File: src/rtl/pc_fetch_sequencer_if.sv
// Fetch-sequencer bundle: instruction-memory port, decode handshake, redirect and PC status.
// The master modport is the sequencer side; the slave modport is the memory/decode/next-PC side.
interface pc_fetch_sequencer_if;
  logic        imemReq;
  logic [31:0] imemAddr;
  logic        imemGnt;
  logic        imemValid;
  logic [31:0] imemRdata;
  logic        instrValid;
  logic        instrReady;
  logic [31:0] instrOut;
  logic [31:0] instrPc;
  logic [31:0] instrPcPlus8;
  logic        redirect;
  logic [31:0] redirectTarget;
  logic [31:0] pcOut;
  logic        alignFault;

  modport master (
    output imemReq, imemAddr, instrValid, instrOut, instrPc, instrPcPlus8, pcOut, alignFault,
    input  imemGnt, imemValid, imemRdata, instrReady, redirect, redirectTarget
  );

  modport slave (
    input  imemReq, imemAddr, instrValid, instrOut, instrPc, instrPcPlus8, pcOut, alignFault,
    output imemGnt, imemValid, imemRdata, instrReady, redirect, redirectTarget
  );
endinterface

File: src/rtl/pc_fetch_sequencer.sv
// Fetch PC owner: single-outstanding req/gnt/valid fetch, decode valid/ready hand-off, redirects.
// Define PC_SEQ_MISALIGN_TRAP_EN to trap misaligned redirect targets into a sticky FAULT state.
module pc_fetch_sequencer #(
  parameter logic [31:0] RESET_PC = 32'h0000_0000
) (
  input logic                     clock,
  input logic                     reset,
  pc_fetch_sequencer_if.master    bus
);

`ifdef PC_SEQ_MISALIGN_TRAP_EN
  typedef enum logic [2:0] {StIdle, StReq, StWait, StDrain, StHold, StFault} state_e;
`else
  typedef enum logic [2:0] {StIdle, StReq, StWait, StDrain, StHold} state_e;
`endif

  state_e      state_q, state_d;
  logic [31:0] pc_q, pc_d;
  logic [31:0] instr_q, instr_d;
  logic [31:0] instr_pc_q, instr_pc_d;
  logic [31:0] target_aligned;

  assign target_aligned = bus.redirectTarget & 32'hFFFF_FFFC;

`ifdef PC_SEQ_MISALIGN_TRAP_EN
  logic align_fault_q, align_fault_d;
`endif

  always_ff @(posedge clock or posedge reset) begin
    if (reset) begin
      state_q    <= StIdle;
      pc_q       <= RESET_PC;
      instr_q    <= 32'h0;
      instr_pc_q <= 32'h0;
    end else begin
      state_q    <= state_d;
      pc_q       <= pc_d;
      instr_q    <= instr_d;
      instr_pc_q <= instr_pc_d;
    end
  end

`ifdef PC_SEQ_MISALIGN_TRAP_EN
  always_ff @(posedge clock or posedge reset) begin
    if (reset) begin
      align_fault_q <= 1'b0;
    end else begin
      align_fault_q <= align_fault_d;
    end
  end
`endif

  always_comb begin
    state_d    = state_q;
    pc_d       = pc_q;
    instr_d    = instr_q;
    instr_pc_d = instr_pc_q;
`ifdef PC_SEQ_MISALIGN_TRAP_EN
    align_fault_d = align_fault_q;
`endif

    unique case (state_q)
      StIdle: begin
        if (bus.redirect) pc_d = target_aligned;
        state_d = StReq;
      end
      StReq: begin
        if (bus.redirect) pc_d = target_aligned;
        // A granted request whose address was just redirected must still be drained.
        if (bus.imemGnt) state_d = bus.redirect ? StDrain : StWait;
      end
      StWait: begin
        if (bus.imemValid) begin
          if (bus.redirect) begin
            pc_d    = target_aligned;
            state_d = StReq;
          end else begin
            instr_d    = bus.imemRdata;
            instr_pc_d = pc_q;
            pc_d       = pc_q + 32'd4;
            state_d    = StHold;
          end
        end else if (bus.redirect) begin
          pc_d    = target_aligned;
          state_d = StDrain;
        end
      end
      StDrain: begin
        if (bus.redirect) pc_d = target_aligned;
        if (bus.imemValid) state_d = StReq;
      end
      StHold: begin
        if (bus.redirect) begin
          pc_d    = target_aligned;
          state_d = StReq;
        end else if (bus.instrReady) begin
          state_d = StReq;
        end
      end
`ifdef PC_SEQ_MISALIGN_TRAP_EN
      StFault: begin
      end
`endif
      default: state_d = StIdle;
    endcase

`ifdef PC_SEQ_MISALIGN_TRAP_EN
    // Misaligned redirect overrides every state's decision; FAULT is left only by reset.
    if (bus.redirect && (bus.redirectTarget[1:0] != 2'b00) && (state_q != StFault)) begin
      pc_d          = target_aligned;
      state_d       = StFault;
      align_fault_d = 1'b1;
    end
`endif
  end

  assign bus.imemReq      = (state_q == StReq);
  assign bus.imemAddr     = pc_q;
  assign bus.pcOut        = pc_q;
  assign bus.instrValid   = (state_q == StHold);
  assign bus.instrOut     = instr_q;
  assign bus.instrPc      = instr_pc_q;
  assign bus.instrPcPlus8 = instr_pc_q + 32'd8;
`ifdef PC_SEQ_MISALIGN_TRAP_EN
  assign bus.alignFault   = align_fault_q;
`else
  assign bus.alignFault   = 1'b0;
`endif

endmodule

File: src/flat_wrapper.sv
// flat-port wrapper written by rule: the top's interface ports become plain ports
module pc_fetch_sequencer_flat 
#(
  parameter logic [31:0] RESET_PC = 32'h0000_0000
)
  (clock, reset, bus_imemReq, bus_imemAddr, bus_instrValid, bus_instrOut, bus_instrPc, bus_instrPcPlus8, bus_pcOut, bus_alignFault, bus_imemGnt, bus_imemValid, bus_imemRdata, bus_instrReady, bus_redirect, bus_redirectTarget);
  pc_fetch_sequencer_if bus_i ();
  input logic clock;
  input logic reset;
  output wire logic [$bits(bus_i.imemReq)-1:0] bus_imemReq;
  output wire logic [$bits(bus_i.imemAddr)-1:0] bus_imemAddr;
  output wire logic [$bits(bus_i.instrValid)-1:0] bus_instrValid;
  output wire logic [$bits(bus_i.instrOut)-1:0] bus_instrOut;
  output wire logic [$bits(bus_i.instrPc)-1:0] bus_instrPc;
  output wire logic [$bits(bus_i.instrPcPlus8)-1:0] bus_instrPcPlus8;
  output wire logic [$bits(bus_i.pcOut)-1:0] bus_pcOut;
  output wire logic [$bits(bus_i.alignFault)-1:0] bus_alignFault;
  input wire logic [$bits(bus_i.imemGnt)-1:0] bus_imemGnt;
  input wire logic [$bits(bus_i.imemValid)-1:0] bus_imemValid;
  input wire logic [$bits(bus_i.imemRdata)-1:0] bus_imemRdata;
  input wire logic [$bits(bus_i.instrReady)-1:0] bus_instrReady;
  input wire logic [$bits(bus_i.redirect)-1:0] bus_redirect;
  input wire logic [$bits(bus_i.redirectTarget)-1:0] bus_redirectTarget;
  assign bus_imemReq = bus_i.imemReq;
  assign bus_imemAddr = bus_i.imemAddr;
  assign bus_instrValid = bus_i.instrValid;
  assign bus_instrOut = bus_i.instrOut;
  assign bus_instrPc = bus_i.instrPc;
  assign bus_instrPcPlus8 = bus_i.instrPcPlus8;
  assign bus_pcOut = bus_i.pcOut;
  assign bus_alignFault = bus_i.alignFault;
  assign bus_i.imemGnt = bus_imemGnt;
  assign bus_i.imemValid = bus_imemValid;
  assign bus_i.imemRdata = bus_imemRdata;
  assign bus_i.instrReady = bus_instrReady;
  assign bus_i.redirect = bus_redirect;
  assign bus_i.redirectTarget = bus_redirectTarget;
  pc_fetch_sequencer #(.RESET_PC(RESET_PC)) u_core (.clock(clock), .reset(reset), .bus(bus_i));
endmodule
File: config.mk
export PLATFORM = sky130hd
export DESIGN_NAME = pc_fetch_sequencer_flat
export DESIGN_NICKNAME = d
export VERILOG_FILES = /design/src/rtl/pc_fetch_sequencer_if.sv /design/src/rtl/pc_fetch_sequencer.sv /design/src/flat_wrapper.sv
export SDC_FILE = /design/constraint.sdc
export NUM_CORES = 1
export LEC_CHECK = 0
export ABC_AREA = 1
export CORE_UTILIZATION = 41
export DETAILED_ROUTE_END_ITERATION = 7
export PLACE_DENSITY = 0.79
export SYNTH_ARGS = -nofsm -noshare
export SYNTH_HDL_FRONTEND = slang
export SYNTH_SLANG_ARGS = --single-unit
export TNS_END_PERCENT = 50
File: constraint.sdc
create_clock -name clock -period 2.96 [get_ports clock]
set_input_delay 0.592 -clock clock [delete_from_list [all_inputs] [get_ports clock]]
set_output_delay 0.592 -clock clock [all_outputs]
set_load 0.01 [all_outputs]
==> results of run 1 <==
## metrics by stage
step | std cells | setup WS [ns] | instance area, um2
floorplan | 833 | 0.7678 | 6086
global placement | 1191 | 0.2885 | 8258
detailed placement | 1191 | 0.2689 | 8258
CTS | 1208 | -0.01839 | 8596
global route | 1211 | -0.1570 | 8687
finish | 1211 | -0.001432 | 8687
## worst paths after layout
| path | cells past startpoint | start | slack [ns] | end |
|---|---|---|---|---|
| min in group asynchronous | 2 | reset | 0.62 | u_core.bus.instrOut[30] |
| hold reg to reg | 2 | u_core.bus.instrOut[30] | 0.47 | u_core.bus.instrOut[30] |
| hold / removal | 2 | u_core.bus.instrOut[30] | 0.47 | u_core.bus.instrOut[30] |
| setup reg to reg | 10 | u_core.bus.imemAddr[3] | 0.93 | u_core.bus.imemAddr[28] |
| setup / recovery | 7 | u_core.bus.instrPc[4] | -0.001 | bus_instrPcPlus8[27] |
| max in group asynchronous | 3 | reset | 1.72 | u_core.bus.instrPc[19] |
## sequential cells by signal (all words and copies together) (netlist names)
signal               cells
u_core.bus.imemAddr     32
u_core.bus.instrOut     32
u_core.bus.instrPc      32
u_core.state_q           3
## timing repair
action	in CTS	in global routing
endpoints found under the setup margin	5	18
resized for setup	7	20
cloned	0	0
hold buffers	0	0
setup buffers	1	3
## power by group through the flow
stage | sequential [W] | combinational (W) | clock [W]
after floorplan | 0.00278 | 0.00212 | 0
after global placement | 0.00277 | 0.00438 | 0
after detailed placement | 0.00279 | 0.00444 | 0
after CTS | 0.00278 | 0.00448 | 0.00124
after global routing | 0.00288 | 0.00494 | 0.00130
final | 0.00280 | 0.00450 | 0.00122
## worst reg2reg max path, delay by kind of cell (launching register included)
family | cells | cell delay, ns
flip-flops | 1 | 0.49
AND/OR/NAND/NOR | 8 | 1.14
adder cells (fa/ha/maj) | 1 | 0.23
buffers and inverters | 1 | 0.07
## cells in the final DEF (no fill, tap or decap), types with 5 or more instances in the layout
cell type | synthesis | layout
nor3_2 | 5 | 7
dlymetal6s2s_1 | 0 | 5
nand3_1 | 44 | 43
a31oi_1 | 5 | 5
nor2_1 | 81 | 77
nand2_1 | 273 | 272
buf_4 | 40 | 12
xor2_1 | 21 | 21
clkbuf_16 | 0 | 9
dfrtp_1 | 99 | 94
inv_1 | 67 | 66
a21oi_1 | 15 | 15
dfrtp_2 | 0 | 5
nor3_1 | 24 | 21
nand2_2 | 4 | 5
inv_2 | 5 | 5
o21ai_0 | 39 | 39
nor2_2 | 5 | 8
clkdlybuf4s50_1 | 0 | 223
xnor2_1 | 8 | 8
nor2_4 | 4 | 5
o21ai_1 | 9 | 9
nand4_1 | 27 | 27
## area by class of cell
type	count	area (um2)	area share, %
Inverter	73	280.3	3.226
Multi-Input combinational cell	594	2910	33.50
Clock buffer	10	239.0	2.751
Clock inverter	6	70.07	0.8066
Sequential cell	99	2484	28.59
Tap cell	184	230.2	2.650
Timing Repair Buffer	245	2474	28.47
## routing by layer
layer / GRT usage, % / vias to the layer above
met5: 0 / -
met4: 7.304 / 0
met3: 2.793 / 26
met2: 40.69 / 276
met1: 35.32 / 2860
li1: - / 3027
## kinds of logic after synthesis
family	after synthesis	synth area share (%)
compound gates	84	7.694
xor+xnor	29	4.176
fa+ha+maj	2	0.4114
buf+inv	140	12.61
flops	99	40.73
other cells	1	0.06166
simple gates	478	34.31
==> impl_summary.log, run 1 <==
[metrics] run status: complete, but fails checks
[metrics] violations in the final reports: negative setup slack
[metrics] DRC errors left: 0
[metrics] total power consumption of the routed design: 0.008524 W
[metrics] top-count cell post-synth: nand2_1
[metrics] Worst Path Buf+Inv: 1
[metrics] number of I/O port buffers: 229
[metrics] Min-Delay Path Class: flip-flop to flip-flop
[metrics] number of global-route vias before repair: 5668
[metrics] Worst Path Class, Setup: flip-flop to output pin
[metrics] Power per Cell Area: 981.2 nW/um2
[metrics] clk sink count: 99
[metrics] area of the core region: 14480 um2
[metrics] CP top delay family: simple AND/OR/NAND/NOR gates
[metrics] number of detailed-route iterations in the first pass: 5
[metrics] number of antenna violations at the first check in global routing: 0
[metrics] first-pass GRT wire length: 29.40 mm
[metrics] crit path DAT: 2.37 ns
[metrics] sum of negative setup slack: -0.001432 ns
[metrics] number of enable-type register cells in the synthesized netlist: 0
[metrics] setup violation total in the final timing report: 1
[metrics] worst slew slack as a fraction of its limit: 66.52%
[metrics] Worst Path Max Fanout: 4
[metrics] Routed met3 length: 1.506 mm
[metrics] Final period util: 100.0%
[metrics] CP Capture Type: output pin
[metrics] highest achievable clock rate: 0.3377 GHz
[metrics] final critical delay including setup and external delays: 2.961 ns
[metrics] max-slew violation count: 0
[metrics] biggest cell delay along the critical path: 0.55 ns
[metrics] Worst-Margin Slew: 0.5012 ns
[metrics] die outline area: 15330 um2
[metrics] Synth area leader: dfrtp_1
[metrics] sequential fraction of the synthesis area: 40.73%
[metrics] via count of the routed design: 6189
[metrics] final net count: 1094
[metrics] Leak: 3.897 nW
[metrics] fill cell total of the finished layout: 1367
[metrics] Async SR Flop Fraction: 100.0%
[metrics] area fraction of the dominant cell type after synthesis: 40.73%
[metrics] HPWL after detailed placement: 14.20 mm
[metrics] WL met2: 8.895 mm
[metrics] Skew-Pair Late Insertion Delay: 0.35 ns
[metrics] effective utilization at floorplan: 42.01%
[metrics] post-layout util: 60.00%
[metrics] y dimension of the die: 123.8 um
[metrics] RSZ-0062 raised after global routing: yes
[metrics] routability-driven placement congestion ratio: 0.9573
[metrics] M1 WL: 8.169 mm
[metrics] number of cell rows: 44
[metrics] worst hold margin: 0.4738 ns
[metrics] number of warnings issued by yosys: 0
[metrics] fraction of final layout cells sized beyond drive strength 1: 8.082%
[metrics] combinational power share: 52.8%
[metrics] setup ws final: -0.001432 ns
[metrics] number of max-capacitance violations reported: 0
[metrics] total routed wirelength: 18.87 mm
[metrics] number of placed I/O pins: 233
[metrics] cell types with the largest area share after synthesis: dfrtp_1, nand2_1, nor2_1
[metrics] synth-to-layout area growth: 42.83%
[metrics] Yosys reg bits: 99
[metrics] net load switching power: 0.003593 W
[metrics] synth unique cells: 39
[metrics] Worst IR Drop VDD: 0.0004605 V
[metrics] sw frac: 42.16%
[metrics] Total GRT Usage: 25.12%
[metrics] clock buffer count from CTS: 9
[metrics] number of levels the H-tree was split into: 3
[metrics] CP Cell Sequence: ha_2 > nand3_2 > nor3_2 > nand2_2 > nor4_4 > xor2_1 > clkdlybuf4s50_1
[metrics] number of buffers between clock root and the deepest sink: 2
[metrics] clock-pin slew on the worst setup and hold paths: 0.07 ns
[metrics] TritonCTS clock tree: built
[metrics] overall overflow remaining after global route: 0
[metrics] Iteration-0 DRC Markers: 560
[metrics] number of antenna repair diodes: 0
[metrics] largest net degree at the start of global routing: 64
[metrics] highest layer used for signal routing: met4
[metrics] post-synthesis instance total: 833
[metrics] number of failing hold endpoints at the final stage: 0
[metrics] cell types with the highest counts after synthesis: nand2_1, dfrtp_1, nor2_1
[metrics] DIE WIDTH: 123.8 um
[metrics] data required time of the critical path: 2.37 ns
[metrics] clock root buffer: clkbuf_16
[metrics] register share of total power: 32.9%
[metrics] via/cell ratio: 5.111
[metrics] Avg Cell Area, Syn: 7.301 um2
[metrics] main flop type after synthesis: dfrtp_1
[metrics] nets in the synthesized netlist: 905
[metrics] type of origin of the critical path: flip-flop
[metrics] share of power burned in the clock network: 14.4%
[metrics] worst clock skew: 0.008098 ns
[metrics] Internal Dissipation: 0.004930 W
[metrics] DRT antenna net count: 0
[metrics] routed len/inst: 15.58 um
[metrics] summed instance area of the synthesized netlist: 6082 um2
[metrics] crit path max-delay cell type: clkdlybuf4s50_1
Power figures use the tool's default switching activity.
==> run 2, diff against run 1 <==
--- a/config.mk
+++ b/config.mk
@@ -6,9 +6,12 @@
 export NUM_CORES = 1
 export LEC_CHECK = 0
 export ABC_AREA = 1
+export CAP_MARGIN = 10
+export CORE_MARGIN = 3
 export CORE_UTILIZATION = 41
 export DETAILED_ROUTE_END_ITERATION = 7
 export PLACE_DENSITY = 0.79
+export SLEW_MARGIN = 15
 export SYNTH_ARGS = -nofsm -noshare
 export SYNTH_HDL_FRONTEND = slang
 export SYNTH_SLANG_ARGS = --single-unit
==> run 2 against run 1 <==
  * Via count rose by 1.2%
  * Non-clock buffer count shrank 1
  * Largest power group unchanged
  * The flow now finishes without violations
  * Fmax grew 1.3%
==> impl_summary.log, run 2 (synthesis gave the netlist of run 1 again) <==
[metrics] setup violation total in the final timing report: 0 (-1)
[metrics] Worst Path Max Fanout: 6 (+2)
[metrics] # placed instances: 1189 (-0.17%)
[metrics] Total GRT Usage: 23.88% (-1.2 points)
[metrics] final cell area excluding filler cells: 8642 um2 (-0.52%)
[metrics] Final period util: 98.75% (-1.3 points)
[metrics] sum of negative setup slack: 0 ns (+0.001432 ns)
[metrics] RSZ-0062 raised after global routing: yes
[metrics] Skew-Pair Late Insertion Delay: 0.35 ns (about the same)
[metrics] DRC errors left: 0 (unchanged)
[metrics] number of antenna violations at the first check in global routing: 0 (unchanged)
[metrics] number of global-route vias before repair: 6069 (+7.1%)
[metrics] number of antenna repair diodes: 0 (unchanged)
[metrics] crit path max-delay cell type: clkdlybuf4s50_1
[metrics] register share of total power: 33.4% (+0.5 points)
[metrics] share of power burned in the clock network: 14.1% (-0.3 points)
[metrics] max-slew violation count: 0 (unchanged)
[metrics] overall overflow remaining after global route: 0 (unchanged)
[metrics] via/cell ratio: 5.196 (+1.7%)
[metrics] total of hold buffers inserted after clock tree synthesis: 0 (unchanged)
[metrics] effective utilization at floorplan: 42.82% (+0.81 points)
[metrics] worst clock skew: 0.01395 ns (+0.005853 ns)
[metrics] area post-placement: 8255 um2 (about the same)
[metrics] number of max-capacitance violations reported: 0 (unchanged)
[metrics] fill cell total of the finished layout: 1310 (-4.2%)
[metrics] top library cells by usage in the layout, fill and taps aside: nand2_1, clkdlybuf4s50_1, dfrtp_1
[metrics] number of cell rows: 43 (-2.3%)
[metrics] Min-Delay Path Class: flip-flop to flip-flop
[metrics] final critical delay including setup and external delays: 2.923 ns (-0.03853 ns)
[metrics] Worst-Margin Slew: 0.5782 ns (+0.07702 ns)
[metrics] via count of the routed design: 6266 (+1.2%)
[metrics] Iteration-0 DRC Markers: 743 (+33%)
[metrics] CP Capture Type: output pin
[metrics] non-filler cells in the finished layout: 1206 (-0.41%)
[metrics] data required time of the critical path: 2.37 ns (about the same)
[metrics] Leak: 3.871 nW (-0.67%)
[metrics] Worst IR Drop VDD: 0.0004534 V (-1.6%)
[metrics] largest net degree at the start of global routing: 65 (+1.6%)
[metrics] die outline area: 16330 um2 (+6.6%)
[metrics] final net count: 1093 (-0.091%)
[metrics] type of origin of the critical path: flip-flop
[metrics] fraction of final layout cells sized beyond drive strength 1: 7.700% (-0.38 points)
[metrics] biggest cell delay along the critical path: 0.56 ns (about the same)
[metrics] number of detailed-route iterations in the first pass: 6 (+1)
[metrics] post-layout util: 60.84% (+0.85 points)
[metrics] number of failing hold endpoints at the final stage: 0 (unchanged)
[metrics] crit path DAT: 2.33 ns (-0.04 ns)
[metrics] total routed wirelength: 19.53 mm (+3.5%)
[metrics] combinational power share: 52.6% (-0.2 points)
[metrics] number of I/O port buffers: 229 (unchanged)
[metrics] run status: completed
[metrics] highest achievable clock rate: 0.3421 GHz (+1.3%)
[metrics] worst slew slack as a fraction of its limit: 61.45% (-5.1 points)
[metrics] DRT antenna net count: 0 (unchanged)
[metrics] number of placed I/O pins: 233 (unchanged)
[metrics] worst hold margin: 0.4718 ns (-0.002015 ns)
[metrics] TritonCTS clock tree: built
[metrics] Power per Cell Area: 980.4 nW/um2 (about the same)
[metrics] net load switching power: 0.003598 W (+0.13%)
[metrics] routability-driven placement congestion ratio: 0.9689 (+1.2%)
[metrics] Worst Path Class, Setup: flip-flop to output pin
[metrics] routed len/inst: 16.20 um (+3.9%)
[metrics] first-pass GRT wire length: 31.22 mm (+6.2%)
[metrics] number of levels the H-tree was split into: 3 (unchanged)
[metrics] sw frac: 42.46% (+0.31 points)
[metrics] DIE WIDTH: 127.8 um (+3.2%)
[metrics] clock root buffer: clkbuf_16
[metrics] synth-to-layout area growth: 42.09%
[metrics] clock buffer count from CTS: 9 (unchanged)
[metrics] leading cell type in the layout, fill and taps excluded: nand2_1
[metrics] HPWL after detailed placement: 14.73 mm (+3.7%)
[metrics] area of the core region: 14200 um2 (-1.9%)
[metrics] clk sink count: 99 (unchanged)
[metrics] clock-pin slew on the worst setup and hold paths: 0.07 ns (about the same)
[metrics] number of buffers between clock root and the deepest sink: 2 (unchanged)
[metrics] CP Cell Sequence: nand2_1 > nor4_1 > nand4_1 > xor2_1 > clkdlybuf4s50_1
[metrics] Internal Dissipation: 0.004875 W (-1.1%)
[metrics] y dimension of the die: 127.8 um (+3.2%)
## run 2: cell types whose count changed in the layout (fill, tap and decap cells not counted), sizes merged
cell / before / now
inv: 75 / 73
dlymetal6s2s: 5 / 6
clkinvlp: 1 / 4
buf: 16 / 15
clkinv: 2 / 0
clkdlybuf4s50: 223 / 222
clkbuf: 10 / 11
## run 2: what timing repair did
action / 4_1_cts / 5_1_grt
pin swaps: 1 / 2
setup buffers: 1 / 0
setup endpoints to repair: 5 / 18
gates cloned: 0 / 0
gates resized for setup: 7 / 20
## run 2: worst paths after layout
check,start,to,slack [ns],cells after the start
setup reg to reg,u_core.bus.imemAddr[14],u_core.bus.imemAddr[21],1.00,9
max in group asynchronous,reset,u_core.bus.instrPc[10],1.79,3
hold / removal,u_core.bus.instrOut[15],u_core.bus.instrOut[15],0.47,2
hold reg to reg,u_core.bus.instrOut[15],u_core.bus.instrOut[15],0.47,2
min in group asynchronous,reset,u_core.bus.instrOut[27],0.55,2
setup / recovery,u_core.bus.instrPc[21],bus_instrPcPlus8[24],0.04,5
## run 2: per-layer routing
metal | track usage, % | vias up | wire length (um)
met3 | 4.625 | 46 | 1635
met2 | 37.28 | 349 | 8999
li1 | - | 3021 | -
met4 | 8.801 | 0 | 521
met5 | 0 | - | 0
met1 | 33.04 | 2850 | 8376
## run 2: power groups by stage
stage               registers (W)  logic (W)  clock network, W
global route              0.00293    0.00487           0.00127
finish                    0.00283    0.00445           0.00119
global placement          0.00279    0.00436                 0
detailed placement        0.00282    0.00443                 0
floorplan                 0.00278    0.00212                 0
CTS                       0.00280    0.00446           0.00121
## run 2: critical path: cells and delay by family (launching register included)
family / cells / cell delay (ns)
XOR/XNOR: 1 / 0.19
buffers and inverters: 1 / 0.56
flip-flops: 1 / 0.51
AND/OR/NAND/NOR: 3 / 0.72
## run 2: final cells by class
| type | instances | area (um2) | share of cell area, % |
|---|---|---|---|
| clock inverters | 5 | 61.31 | 0.7094 |
| multi-input cells | 594 | 2903 | 33.59 |
| flip-flops and latches | 99 | 2484 | 28.74 |
| well taps | 180 | 225.2 | 2.606 |
| inverters | 73 | 280.3 | 3.243 |
| repair buffers | 244 | 2456 | 28.42 |
| clock buffers | 11 | 232.7 | 2.693 |
## run 2: through the flow
stage | setup WS (ns) | power, W
2_1_floorplan | 0.7678 | 0.004897
3_3_place_gp | 0.3167 | 0.007151
3_5_place_dp | 0.2147 | 0.007245
4_1_cts | 0.001527 | 0.008472
5_1_grt | -0.04627 | 0.009072
6_report | 0.03709 | 0.008473
